==> src/rtl/down_timer_pkg.sv <==
// Shared definitions for the 4-bit down timer: state encodings and decode helpers.
// Used by both the RTL and the testbench.
package down_timer_pkg;

  typedef enum logic [1:0] {
    IDLE = 2'd0,
    RUN  = 2'd1,
    DONE = 2'd2
  } state_t;

  function automatic logic state_is_busy(state_t s);
    return (s == RUN);
  endfunction

  function automatic logic state_is_done(state_t s);
    return (s == DONE);
  endfunction

endpackage

==> src/rtl/decrementor_nb.sv <==
// Combinational N-bit decrementor: out = in - 1 (modulo 2^WIDTH), bout flags a borrow (in == 0).
module decrementor_nb #(
  parameter int WIDTH = 4
) (
  input  logic [WIDTH-1:0] in,
  output logic [WIDTH-1:0] out,
  output logic             bout
);

  assign out  = in - {{(WIDTH-1){1'b0}}, 1'b1};
  assign bout = (in == '0);

endmodule

==> src/rtl/down_timer_4b.sv <==
// Loadable down timer with IDLE/RUN/DONE handshake and a one-cycle terminal-count pulse.
// Optional auto-reload on terminal count when DOWN_TIMER_RELOAD_EN is defined.
module down_timer_4b
  import down_timer_pkg::*;
#(
  parameter int WIDTH = 4
) (
  input  logic             clk,
  input  logic             rst,
  input  logic [WIDTH-1:0] load_val,
  input  logic             start,
  input  logic             tick,
  input  logic             ack,
  input  logic             abort,
  output logic [WIDTH-1:0] count,
  output logic             tc,
  output logic             busy,
  output logic             done,
  output logic [1:0]       state_dbg
);

  // Handshake: start is accepted only in IDLE, ack only in DONE, tick only in RUN;
  // each is a level sampled on the rising edge, and abort overrides all of them.

  state_t           state_q, state_d;
  logic [WIDTH-1:0] count_q, count_d;
  logic             tc_q, tc_d;

  logic [WIDTH-1:0] dec_out;
  logic             dec_bout;
  logic             at_one;

  decrementor_nb #(.WIDTH(WIDTH)) u_dec (
    .in   (count_q),
    .out  (dec_out),
    .bout (dec_bout)
  );

  // count_q - 1 == 0 without a borrow means count_q == 1
  assign at_one = ~dec_bout & (dec_out == '0);

  always_ff @(posedge clk or posedge rst) begin
    if (rst) begin
      state_q <= IDLE;
      count_q <= '0;
      tc_q    <= 1'b0;
    end else begin
      state_q <= state_d;
      count_q <= count_d;
      tc_q    <= tc_d;
    end
  end

  always_comb begin
    state_d = state_q;
    count_d = count_q;
    tc_d    = 1'b0;
    if (abort) begin
      state_d = IDLE;
      count_d = '0;
    end else begin
      case (state_q)
        IDLE: begin
          if (start) begin
            count_d = load_val;
            if (load_val != '0) begin
              state_d = RUN;
            end else begin
              state_d = DONE;
              tc_d    = 1'b1;
            end
          end
        end
        RUN: begin
          if (tick) begin
            if (at_one) begin
              tc_d = 1'b1;
`ifdef DOWN_TIMER_RELOAD_EN
              if (load_val != '0) begin
                count_d = load_val;
              end else begin
                count_d = '0;
                state_d = DONE;
              end
`else
              count_d = '0;
              state_d = DONE;
`endif
            end else begin
              count_d = dec_out;
            end
          end
        end
        DONE: begin
          count_d = '0;
          if (ack) begin
            state_d = IDLE;
          end
        end
        default: begin
          state_d = IDLE;
          count_d = '0;
        end
      endcase
    end
  end

  assign count     = count_q;
  assign tc        = tc_q;
  assign busy      = state_is_busy(state_q);
  assign done      = state_is_done(state_q);
  assign state_dbg = state_q;

endmodule

==> config.mk <==
export PLATFORM = sky130hd
export DESIGN_NAME = down_timer_4b
export DESIGN_NICKNAME = d
export VERILOG_FILES = /design/src/rtl/down_timer_pkg.sv /design/src/rtl/decrementor_nb.sv /design/src/rtl/down_timer_4b.sv
export SDC_FILE = /design/constraint.sdc
export NUM_CORES = 1
export LEC_CHECK = 0
export ABC_AREA = 1
export CAP_MARGIN = 25
export CORE_AREA = 2 2 39 41
export CTS_CLUSTER_SIZE = 12
export DETAILED_ROUTE_END_ITERATION = 16
export DIE_AREA = 0 0 41 43
export DONT_BUFFER_PORTS = 1
export PLACE_DENSITY = 0.57
export SLEW_MARGIN = 20
export SYNTH_ARGS = -nofsm -noshare
export SYNTH_HDL_FRONTEND = slang
export SYNTH_HIERARCHICAL = 1
export SYNTH_SLANG_ARGS = --single-unit
==> constraint.sdc <==
create_clock -name clk -period 1.7 [get_ports clk]
set_input_delay 0.17 -clock clk [delete_from_list [all_inputs] [get_ports clk]]
set_output_delay 0.17 -clock clk [all_outputs]
set_load 0.03 [all_outputs]
==> metrics.yaml <==
pwr:
  power_frac_clock_pct: 13.8
  p_sw_share_pct: 51.1
  p_switching_w: 0.000560
  p_seq_share_pct: 28.6
  powerDensity_mw_per_mm2: 1700
  power_frac_comb_pct: 57.7
  internal_power_w: 0.000536
  p_total_w: 0.00110
  max-vdd-ir-drop_v: 0.000872
  p_leak_nw: 0.375
die:
  die_area_sq_mm: 0.00176
  rows: 14
  start_util_pct: 39.3
  core_sq_mm: 0.00138
  die_x_um: 41
  die_y_um: 43
  ioPinCount: 19
grt:
  grt_max_degree: 8
  grt_overflow: 0
  grt_pass1_wl_mm: 1.80
  grt_util_all_layers_pct: 15.1
  antenna_found_initial: 0
  grt_pass1_vias: 439
flow_run:
  drv_cap: 0
sta:
  rsz0062_at_grt: "false"
  setup_viol: 0
  max_slew.worst_pin.slew_ps: 388
  max_slew_margin_pct: 74.1
  slew_viol_final: 0
  fin_crit_sh_pct: 87.7
  fin_skew_ps: 2.30
  period_minus_slack_ps: 1490
  setup_tns_ps: 0
  holdWs_ps: 144
  max_freq_mhz: 670
  hold_viol: 0
worst_hold_path:
  hold_path_class: "primary input to register"
  hold_start: "abort"
  min_to: "tc"
  min_path_cells: 3
finish:
  syn_to_final_growth_pct: 18.6
  final_util_pct: 46.7
  antennaDiodeCount: 0
  stdcell_area_sq_um: 646
  final_nets: 109
  drive_gt1_share_pct: 19.6
routing:
  drtIter0Drc: 3
  drt-pass1-iter-count: 4
  final_antenna_net_count: 0
  wl_per_cell_um: 10.3
  detailroute.via_count: 522
  drt_wl_total_mm: 1.17
  avgViaCountPerCell: 4.62
  drc: 0
worst_setup_path:
  rrSetupSlack_ps: 210
  path_cells: "inv_1 -> ha_1 -> xor2_1 -> inv_1 -> nand2_1 -> nor2_1 -> nand2_1 -> nand2_1 -> nand2_1 -> nand2_1"
  cp_common_cell: "nand2_1"
  reg2reg_from: "count[0]"
  crit_path_start_kind: "register"
  reg2reg_depth: 10
  crit_slowest_cell: "dfrtp_1"
  r2r-end: "state_dbg[1]"
  timing.critical_path.buf_inv: 2
  critical-path-top-delay-family: "simple AND/OR/NAND/NOR gates"
  slowest_delay_ps: 370
  crit_type: "register to register"
  end_kind: "register"
  crit_path_max_fanout: 5
  cp_data_required_time_ps: 1830
  crit_arrival_ps: 1630
cts:
  cts-buffers-inserted: 3
  cts_buffer_depth: 2
  clk_latency_ps: 250
  cts.clk_slew.worst_paths_ps: 50
  postCtsSetupBuffers: 0
  clkSinkCount: 7
  htreeDepth: 1
  cts_tree: "yes"
  cts_root_buffer: "clkbuf_4"
synthesis:
  synth.distinct_cells: 16
  synth.avg_cell_area_sq_um: 6.33
  ys_seq_area_share_pct: 32.2
  syn_nets: 97
  ys_ff_latch: 7
  yosysWarnings: 6
  synth_cells: 86
  syn_area_sq_um: 544
place:
  portBuffers: 0
  place_area_sq_um: 609
  dpl.hpwl_um: 956
  gp_congestion: 0.732
run_status:
  status: "finished clean"
## worst reg2reg max path: cells and delay by family, from the launching register on
kind	cells	cell delay (ps)
AND/OR/NAND/NOR	6	410
XOR/XNOR	1	210
adder cells (fa/ha/maj)	1	190
buffers and inverters	2	200
flip-flops	1	370
## layer usage
layer	up-vias	GRT usage [%]	routed length [um]
li1	274	-	-
met1	242	22.7	574
met2	6	19.7	569
met3	0	1.57	21
met4	0	10.0	0
met5	-	0	0
## metrics by stage
step	setup WS, ps	instances
4_1_cts	220	113
6_report	208	113
2_1_floorplan	48.6	86
3_3_place_gp	247	108
5_1_grt	129	113
3_5_place_dp	237	108
## sequential cells by signal (all words and copies together) (netlist names)
name       count
tc             1
state_dbg      2
count          4
## cell usage in the layout, fill, tap and decap left out, drive strengths merged
master       instances
nand2               34
inv                 18
nor2                13
dfrtp                7
buf                  6
o21ai                5
nand3                4
clkbuf               4
or2                  2
dlygate4sd3          1
xor2                 1
nor3b                1
ha                   1
## kinds of logic (layout without fill, tap and decap cells)
| group | after synthesis | count (layout) | synth area share (%) |
|---|---|---|---|
| AND/OR/NAND/NOR | 54 | 54 | 46.2 |
| buffers and inverters | 18 | 29 | 12.4 |
| adder cells (fa/ha/maj) | 1 | 1 | 2.30 |
| AO/OA/AOI/OAI | 5 | 5 | 5.29 |
| XOR/XNOR | 1 | 1 | 1.61 |
| flip-flops | 7 | 7 | 32.2 |
## power groups by stage
stage | combinational [W] | sequential [W] | clock (W)
final | 0.000632 | 0.000313 | 0.000151
after detailed placement | 0.000628 | 0.000316 | 0
after CTS | 0.000633 | 0.000314 | 0.000156
after global routing | 0.000697 | 0.000320 | 0.000160
after global placement | 0.000628 | 0.000316 | 0
after floorplan | 0.000381 | 0.000395 | 0
## synth_stat cells
| master | number | area share [%] |
|---|---|---|
| nand2_1 | 31 | 21 |
| nor2_1 | 8 | 5.5 |
| nor3b_1 | 1 | 1.4 |
| inv_1 | 17 | 12 |
| o21ai_2 | 1 | 1.6 |
| inv_2 | 1 | 0.69 |
| dfrtp_1 | 7 | 32 |
| nor2_2 | 3 | 3.4 |
| o21ai_0 | 4 | 3.7 |
| nand2_2 | 2 | 2.3 |
| nor2_4 | 2 | 4.1 |
| nand2_4 | 1 | 2.1 |
| xor2_1 | 1 | 1.6 |
| or2_1 | 2 | 2.3 |
| ha_1 | 1 | 2.3 |
| nand3_1 | 4 | 3.7 |
## cell type report
| type | instances | area [sq um] |
|---|---|---|
| fillers | 155 | 738 |
| multi-input cells | 61 | 302 |
| flip-flops and latches | 7 | 175 |
| inverters | 18 | 67.6 |
| repair buffers | 7 | 55.1 |
| clock buffers | 4 | 26.3 |
| well taps | 16 | 20.0 |
## worst max path at each step
stage,startpoint,to,slack (ps),cells past startpoint
after floorplan,count[0],state_dbg[0],50,8
after global placement,count[1],state_dbg[1],250,9
after detailed placement,count[1],state_dbg[0],240,8
after CTS,state_dbg[0],done,220,3
after global routing,count[1],state_dbg[0],130,8
final,count[0],state_dbg[1],210,10
## what timing repair did
item / CTS / global route
hold buffers: 1 / 0
gates resized for setup: 0 / 0
endpoints found under the hold margin: 7 / 0
Power figures use the tool's default switching activity.
